===== src/rtl/lsu_pkg.sv =====
// rtl/lsu_pkg.sv - shared types, funct3 encodings and legality helper for the load/store unit
package lsu_pkg;

    typedef enum logic [1:0] {
        S_IDLE = 2'd0,
        S_REQ  = 2'd1,
        S_FIN  = 2'd2
    } lsu_state_e;

    localparam int DEFAULT_TIMEOUT_CYCLES = 255;

    localparam logic [2:0] F3_LB  = 3'b000;
    localparam logic [2:0] F3_LH  = 3'b001;
    localparam logic [2:0] F3_LW  = 3'b010;
    localparam logic [2:0] F3_LBU = 3'b100;
    localparam logic [2:0] F3_LHU = 3'b101;
    localparam logic [2:0] F3_SB  = 3'b000;
    localparam logic [2:0] F3_SH  = 3'b001;
    localparam logic [2:0] F3_SW  = 3'b010;

    // Exactly one of load/store, a known size code for that direction, natural alignment.
    function automatic logic access_legal(logic rd, logic wr, logic [2:0] f3, logic [1:0] a);
        logic ok;
        ok = 1'b0;
        case (f3)
            F3_LB:   ok = 1'b1;
            F3_LH:   ok = !a[0];
            F3_LW:   ok = (a == 2'b00);
            F3_LBU:  ok = rd;
            F3_LHU:  ok = rd && !a[0];
            default: ok = 1'b0;
        endcase
        return ok && (rd != wr);
    endfunction

endpackage


===== src/rtl/load_align.sv =====
// rtl/load_align.sv - selects and extends the addressed byte/halfword of a read word
module load_align
    import lsu_pkg::*;
(
    input  logic [31:0] word_i,
    input  logic [1:0]  offset_i,
    input  logic [2:0]  funct3_i,
    output logic [31:0] data_o
);

    logic [7:0]  byte_sel;
    logic [15:0] half_sel;

    // Lane selection by address offset, then sign or zero extension by access type.
    always_comb begin
        byte_sel = word_i[{offset_i, 3'b000} +: 8];
        half_sel = offset_i[1] ? word_i[31:16] : word_i[15:0];
        case (funct3_i)
            F3_LB:   data_o = {{24{byte_sel[7]}}, byte_sel};
            F3_LH:   data_o = {{16{half_sel[15]}}, half_sel};
            F3_LBU:  data_o = {24'b0, byte_sel};
            F3_LHU:  data_o = {16'b0, half_sel};
            default: data_o = word_i;
        endcase
    end

endmodule


===== src/rtl/load_store_unit.sv =====
// rtl/load_store_unit.sv - single-outstanding load/store bus master with timeout
module load_store_unit
    import lsu_pkg::*;
#(
    parameter int TIMEOUT_CYCLES = DEFAULT_TIMEOUT_CYCLES
)
(
    input  logic        clk,
    input  logic        rst,
    input  logic        start,
    input  logic        mem_read,
    input  logic        mem_write,
    input  logic [2:0]  funct3,
    input  logic [31:0] addr,
    input  logic [31:0] wdata,
    output logic        busy,
    output logic        done,
    output logic        err,
    output logic [31:0] rdata,
    output logic        bus_req,
    output logic        bus_we,
    output logic [31:0] bus_addr,
    output logic [31:0] bus_wdata,
    output logic [3:0]  bus_be,
    input  logic        bus_ack,
    input  logic [31:0] bus_rdata
);

    localparam int CNT_W = (TIMEOUT_CYCLES > 1) ? $clog2(TIMEOUT_CYCLES) : 1;
    localparam logic [CNT_W-1:0] CNT_LAST = CNT_W'(TIMEOUT_CYCLES - 1);

    lsu_state_e     state_q;
    logic [CNT_W-1:0] cnt_q;
    logic           err_q;
    logic [31:0]    addr_q;
    logic [2:0]     funct3_q;
    logic           rd_q;
    logic           we_q;
    logic [3:0]     be_q;
    logic [31:0]    bwdata_q;
    logic [31:0]    rdata_q;

    logic [3:0]     be_d;
    logic [31:0]    bwdata_d;
    logic           legal;
    logic [31:0]    load_val;

    assign legal = access_legal(mem_read, mem_write, funct3, addr[1:0]);

    // Store lane enables and replicated data, computed from the live operands at capture.
    always_comb begin
        be_d     = 4'b1111;
        bwdata_d = wdata;
        if (mem_write && !mem_read) begin
            case (funct3)
                F3_SB: begin
                    be_d     = 4'b0001 << addr[1:0];
                    bwdata_d = {4{wdata[7:0]}};
                end
                F3_SH: begin
                    be_d     = 4'b0011 << {addr[1], 1'b0};
                    bwdata_d = {2{wdata[15:0]}};
                end
                default: ;
            endcase
        end
    end

    load_align u_load_align (
        .word_i   (bus_rdata),
        .offset_i (addr_q[1:0]),
        .funct3_i (funct3_q),
        .data_o   (load_val)
    );

    // Access sequencing: capture on start, hold the request until ack or timeout, one-cycle finish.
    always_ff @(posedge clk) begin
        if (rst) begin
            state_q  <= S_IDLE;
            cnt_q    <= '0;
            err_q    <= 1'b0;
            addr_q   <= '0;
            funct3_q <= '0;
            rd_q     <= 1'b0;
            we_q     <= 1'b0;
            be_q     <= '0;
            bwdata_q <= '0;
            rdata_q  <= '0;
        end else begin
            case (state_q)
                S_IDLE: begin
                    if (start) begin
                        cnt_q <= '0;
                        if (legal) begin
                            addr_q   <= addr;
                            funct3_q <= funct3;
                            rd_q     <= mem_read;
                            we_q     <= mem_write;
                            be_q     <= be_d;
                            bwdata_q <= bwdata_d;
                            state_q  <= S_REQ;
                        end else begin
                            err_q   <= 1'b1;
                            state_q <= S_FIN;
                        end
                    end
                end
                S_REQ: begin
                    if (bus_ack) begin
                        err_q   <= 1'b0;
                        state_q <= S_FIN;
                        if (rd_q) begin
                            rdata_q <= load_val;
                        end
                    end else if (cnt_q == CNT_LAST) begin
                        err_q   <= 1'b1;
                        state_q <= S_FIN;
                    end else begin
                        cnt_q <= cnt_q + 1'b1;
                    end
                end
                S_FIN: begin
                    err_q   <= 1'b0;
                    state_q <= S_IDLE;
                end
                default: state_q <= S_IDLE;
            endcase
        end
    end

    assign busy      = (state_q != S_IDLE);
    assign done      = (state_q == S_FIN);
    assign err       = err_q;
    assign bus_req   = (state_q == S_REQ);
    assign bus_we    = we_q;
    assign bus_be    = be_q;
    assign bus_addr  = {addr_q[31:2], 2'b00};
    assign bus_wdata = bwdata_q;
    assign rdata     = rdata_q;

endmodule


===== config.mk =====
export PLATFORM = sky130hd
export DESIGN_NAME = load_store_unit
export DESIGN_NICKNAME = d
export VERILOG_FILES = /design/src/rtl/lsu_pkg.sv /design/src/rtl/load_align.sv /design/src/rtl/load_store_unit.sv
export SDC_FILE = /design/constraint.sdc
export NUM_CORES = 1
export LEC_CHECK = 0
export ABC_AREA = 0
export CORE_ASPECT_RATIO = 1.1
export CORE_MARGIN = 3
export CORE_UTILIZATION = 35
export CTS_CLUSTER_SIZE = 28
export DETAILED_ROUTE_END_ITERATION = 16
export GPL_ROUTABILITY_DRIVEN = 0
export PLACE_DENSITY = 0.67
export SETUP_SLACK_MARGIN = 0.15
export SYNTH_ARGS = -nofsm -noshare
export SYNTH_HDL_FRONTEND = slang
export SYNTH_SLANG_ARGS = --single-unit

===== constraint.sdc =====
create_clock -name clk -period 5.4 [get_ports clk]
set_input_delay 1.62 -clock clk [delete_from_list [all_inputs] [get_ports clk]]
set_output_delay 1.62 -clock clk [all_outputs]
set_load 0.02 [all_outputs]

# After elaboration in Yosys (flattened, before gate mapping)
# Cells that the tools add are included.
[op_classes]
n_addsub = 1
multipliers = 0
div = 0
n_lt_le_gt_ge = 0
eq_ne = 16
shifts = 3
muxes = 21
bitwise_logic = 0
reduce_logical = 17
[op_table]
columns = ["cell", "n"]
rows = [
  ["one-hot mux 32 bit (4 select lines)", 1],
  ["one-hot mux 32 bit (2 select lines)", 1],
  ["two-way mux 32 bit", 1],
  ["indexed part select 32 x 6 -> 8 bit", 1],
  ["two-way mux 8 bit", 3],
  ["two-way mux 16 bit", 1],
  ["one-hot mux 8 bit (2 select lines)", 1],
  ["== test 3 bit (second input constant)", 4],
  ["adder 8 x 1 -> 8 bit (second input constant)", 1],
  ["== test 8 bit (second input constant)", 1],
  ["two-way mux 2 bit", 4],
  ["inequality test 2 bit (second input constant)", 4],
  ["one-hot mux 4 bit (2 select lines)", 1],
  ["AND reduction 4 bit", 2],
  ["== test 3 x 1 -> 1 bit (second input constant)", 2],
  ["zero test 3 bit", 2],
  ["AND reduction 3 bit", 2],
  ["one-hot mux 1 bit (5 select lines)", 1],
  ["zero test 2 bit", 2],
  ["two-way mux 1 bit", 4],
  ["two-way mux 4 bit", 1],
  ["one-hot mux 2 bit (2 select lines)", 1],
  ["nonzero test 2 bit", 2],
  ["left shift 1 x 2 -> 4 bit (first input constant)", 1],
  ["11 further kinds", 14],
]
[word_totals]
regBits = 116
latch_bits = 0
mem_bits_rw = 0
romBits = 0
inputBits = 105
out_inout_bits = 105
wordCells = 68
n_memories = 0

# Longest topological paths before layout
[logic_depth]
ltp_word = 7
ltp_mapped = 8
mapped_depth_nobuf = 7

# Cells and area by module
# A second synthesis with hierarchy kept.
[hier_totals]
cells_unflattened = 771
area_unflattened_um2 = 6493.7
[modules_own_cells]
columns = ["module", "instances", "cells_each", "area_per_inst_um2", "seq_area_each_um2"]
rows = [
  ["load_store_unit", 1, 653, 5733.0, 2322.2],
  ["load_align", 1, 118, 760.7, 0.0],
]

# Worst setup path after synthesis
# OpenSTA, ideal clock, no wires.
[synth_path]
kind = "input to register"
startpoint = "input funct3[0]"
endpoint = "register funct3_q[1]"
setup_ps = 132
t_arrival_ps = 3140
required_time_ps = 5268
slack_ps = 2127
stages = 6
path_buffers = 1
path_cell_list = "or4_1 -> a221oi_2 -> nand3_1 -> clkbuf_1 -> nand2_1 -> a21oi_1"
[synth_between]
elab_chain_cells = 4
word_cells_on_any_way = 8
classes_between = "eq/ne: 4; mux: 1; reduce/logical: 3"
[synth_lines]
columns = ["element", "line", "text"]
rows = [
  ["start: declaration", "load_store_unit.sv:13", "input logic [2:0] funct3,"],
  ["== test 3 bit, or another cell as far along", "lsu_pkg.sv:25", "case (f3)"],
  ["one-hot mux 1 bit (5 select lines) *", "lsu_pkg.sv:25", ""],
  ["logical AND 1 bit *", "lsu_pkg.sv:33", "return ok && (rd != wr);"],
  ["AND reduction 3 bit (no line) *", "n/a", ""],
  ["end signal: assignment", "load_store_unit.sv:96", "funct3_q <= funct3;"],
  ["end: declaration", "load_store_unit.sv:36", "logic [2:0] funct3_q;"],
]
# Every way passes the cells marked *; elsewhere a longest branch is shown, timed or not.
# A chain may end at the register's enable or synchronous reset.

# Worst setup path after layout
[layout_path]
startpoint = "input addr[0]"
endpoint = "register bwdata_q[21] (netlist: bus_wdata[21])"
[layout_between]
elab_chain_cells = 5
word_cells_on_any_way = 6
classes_between = "mux: 1; reduce/logical: 5"
[layout_lines]
columns = ["element", "line", "text"]
rows = [
  ["start: declaration", "load_store_unit.sv:14", "input logic [31:0] addr,"],
  ["zero test 1 bit", "lsu_pkg.sv:27, lsu_pkg.sv:30", ""],
  ["logical AND 1 bit", "lsu_pkg.sv:30", "F3_LHU: ok = rd && !a[0];"],
  ["one-hot mux 1 bit (5 select lines) *", "lsu_pkg.sv:25", ""],
  ["logical AND 1 bit *", "lsu_pkg.sv:33", ""],
  ["AND reduction 3 bit (no line) *", "n/a", ""],
  ["end signal: assignment", "load_store_unit.sv:100", "bwdata_q <= bwdata_d;"],
  ["end: declaration", "load_store_unit.sv:40", "logic [31:0] bwdata_q;"],
]
# Marks and branches as above.

==> flow_summary_export.csv <==
group,metric,value,unit
logic_synthesis,syn_inst,678,
cells_and_area,fillerInstances,1381,
clock_tree,cts_sinks,116,
routing,met2_length,7.81,mm
floorplan,initial_core_util,0.363,
clock_tree,cts_buffers,17,
logic_synthesis,ys.flop_type,"dfxtp_1",
setup_path,rr_worst_depth,4,
global_route,grt_use_total,0.194,
power_and_ir_drop,clkPwrFrac,0.496,
cells_and_area,final_cell_mix,"clkdlybuf4s50_1, nand2_1, dfxtp_1",
routing,topRoutingLayerUsed,"met4",
logic_synthesis,synth_top_cell_by_area,"dfxtp_1",
worst_hold_path,whs_path_depth,2,
routing,drt-total-wl,16.1,mm
logic_synthesis,ys_types,44,
cells_and_area,final_util,0.539,
sta,setup_tns,0,ps
setup_path,critPathLaunchType,"input port",
placement,dp_hpwl,11.2,mm
sta,fin_crit,4020,ps
global_route,grt_antenna_before_repair,0,
sta,hold_ws,447,ps
sta,worst_slack,1380,ps
floorplan,die_area,16700,um^2
cells_and_area,syn2layout_area_growth,48.5,%
power_and_ir_drop,p_switching,554,uW
logic_synthesis,synth_seq_cells,116,
sta,tightest_slew,1090,ps
logic_synthesis,yosys-top-cells-area,"dfxtp_1, nand2_1, a21oi_1, buf_4, nor2_1",
routing,first_pass_iters,4,
clock_tree,cts_max_path_buffers,2,
setup_path,rr_endpoint,"rdata[9]",
clock_tree,h-tree-depth,4,
sta,max_freq,249,MHz
cells_and_area,drive_above_1_share,0.0625,
power_and_ir_drop,p_int,1.83,mW
sta,rsz0062_at_grt,"false",
routing,ant_nets,0,
setup_path,timing.rr.start,"addr_q[1]",
routing,drt_iter0_markers,253,
sta,clock_skew,5.95,ps
logic_synthesis,async_flop_share,0,
floorplan,rows,46,
cells_and_area,final_common_cell,"clkdlybuf4s50_1",
setup_path,criticalPathCategory,"input port to flop",
power_and_ir_drop,power_frac_comb,0.127,
logic_synthesis,synth_area,5330,um^2
clock_tree,cts_resized,0,
setup_path,worstPathMaxFanout,26,
worst_hold_path,whs_endpoint,"bus_wdata[14]",
power_and_ir_drop,power_density,302,nW/um^2
routing,drc,0,
setup_path,arrival,4330,ps
worst_hold_path,hp-class,"flop to flop",
placement,portBuffers,207,
placement,dp_slack,980,ps
floorplan,die_h,135,um
clock_tree,cts_hold_buffers,0,
floorplan,die_w,124,um
global_route,first_global_vias,4862,
power_and_ir_drop,seq_power_share,0.377,
setup_path,critPathCaptureType,"flop",
setup_path,cp.required,5720,ps
worst_hold_path,holdCritStartpoint,"bus_wdata[14]",
logic_synthesis,synth_top_area_share,0.436,
job,maxCapViolCount,0,
sta,drv_slew,0,
logic_synthesis,synth_edf_count,0,
power_and_ir_drop,p_total,2.39,mW
cells_and_area,num-nets-final,946,
clock_tree,clk_pin_slew_worst_paths,50,ps
cells_and_area,multi_input_area,2500,um^2
logic_synthesis,yosysSeqAreaShare,0.436,
global_route,grt_pass1_wl,25.3,mm
power_and_ir_drop,ir_drop,0.000196,V
clock_tree,clock_latency,410,ps
floorplan,coreArea,14700,um^2
sta,finalSetupViolCount,0,
clock_tree,post-cts-setup-buffers,0,
floorplan,ios,210,
power_and_ir_drop,switching_share,0.232,
routing,viasPerCell,4.90,
routing,vias,5099,
logic_synthesis,yosys_warnings,0,
logic_synthesis,syn_area_per_cell,7.85,um^2
clock_tree,cts_tree,"built",
status,status,"finished, final reports clean",
clock_tree,cts_root_buf,"clkbuf_16",
routing,wl_met1,6.60,mm
sta,post-route-period-util,0.744,
routing,wire_per_inst,15.4,um
global_route,grt-ovfl-total,0,
setup_path,rrSetupSlack,2630,ps
cells_and_area,seqCellArea,2320,um^2
cells_and_area,diodes,0,
routing,wl_met3,1.37,mm
sta,hold_violations,0,
global_route,grt_start_max_net_pins,64,
sta,maxSlewHeadroom,0.272,
power_and_ir_drop,p_leak,2.72,nW
-- stage by stage --
stage	cells	area [um^2]
floorplan	679	5330
global placement	1008	7280
detailed placement	1008	7280
CTS	1040	7910
global route	1040	7910
finish	1040	7910
-- Yosys cell counts (2+ instances only) --
master / number
nand2_1: 168
dfxtp_1: 116
a21oi_1: 77
nor2_1: 64
buf_4: 38
clkbuf_1: 35
a211oi_1: 27
o211ai_1: 16
inv_1: 15
a311oi_1: 12
o21ai_0: 12
mux2i_1: 9
a31oi_1: 8
nand3b_1: 8
mux2_2: 7
o221ai_1: 7
ha_1: 6
xnor2_1: 6
nand2b_1: 5
nand3_1: 5
buf_2: 4
nor3_1: 4
and2_1: 3
a21o_1: 2
and3_1: 2
buf_1: 2
nand4_1: 2
o21bai_1: 2
-- worst max-delay path, cell delays in order --
cell,delay [ps]
clkdlybuf4s50_1,540
or4_1,580
a221oi_2,440
and2b_2,490
buf_4,360
nor2_1,70
a311oi_1,220
-- layer usage --
metal	up-vias	GRT usage
met5	-	0
met4	0	0.0769
met3	19	0.0727
met2	165	0.310
met1	2310	0.235
li1	2605	-
-- registers in the layout (all words and copies together), names as in the netlist --
signal / flops
addr_q: 32
bus_wdata: 32
rdata: 32
cnt_q: 8
bus_be: 4
funct3_q: 3
state_q: 2
bus_we: 1
err: 1
rd_q: 1
-- power groups by stage --
stage / Combinational (mW) / Sequential (mW) / Clock [mW]
after floorplan: 0.141 / 0.929 / 0
after global placement: 0.303 / 0.917 / 0
after detailed placement: 0.303 / 0.917 / 0
after CTS: 0.305 / 0.899 / 1.21
after global routing: 0.329 / 0.903 / 1.24
final: 0.303 / 0.900 / 1.18
-- layout make-up --
type / count / share of cell area
Inverter: 15 / 0.00712
Timing Repair Buffer: 217 / 0.273
Tap cell: 192 / 0.0304
Multi-Input combinational cell: 468 / 0.316
Clock buffer: 24 / 0.0647
Sequential cell: 116 / 0.294
Clock inverter: 8 / 0.0152
-- cells by family after synthesis --
| family | count (synthesis) | synth area share |
|---|---|---|
| other | 1 | 0.000704 |
| DFF | 116 | 0.436 |
| muxes | 16 | 0.0317 |
| xor gates and xnor gates | 6 | 0.00987 |
| adders and majority gates | 6 | 0.0141 |
| AOI/OAI and AO/OA | 171 | 0.205 |
| buffers and inverters | 95 | 0.0961 |
| and+or+nand+nor | 267 | 0.206 |
-- worst max-delay path by stage --
| stage | startpoint | to | slack, ps | cells after the start |
|---|---|---|---|---|
| after floorplan | funct3[0] | funct3_q[1] | 2130 | 6 |
| after global placement | addr[0] | bus_be[1] | 1050 | 7 |
| after detailed placement | addr[0] | bus_wdata[22] | 980 | 7 |
| after CTS | addr[0] | bus_wdata[22] | 1400 | 7 |
| after global routing | addr[0] | bus_wdata[21] | 1210 | 7 |
| final | addr[0] | bus_wdata[21] | 1380 | 7 |
Power figures use the tool's default switching activity.
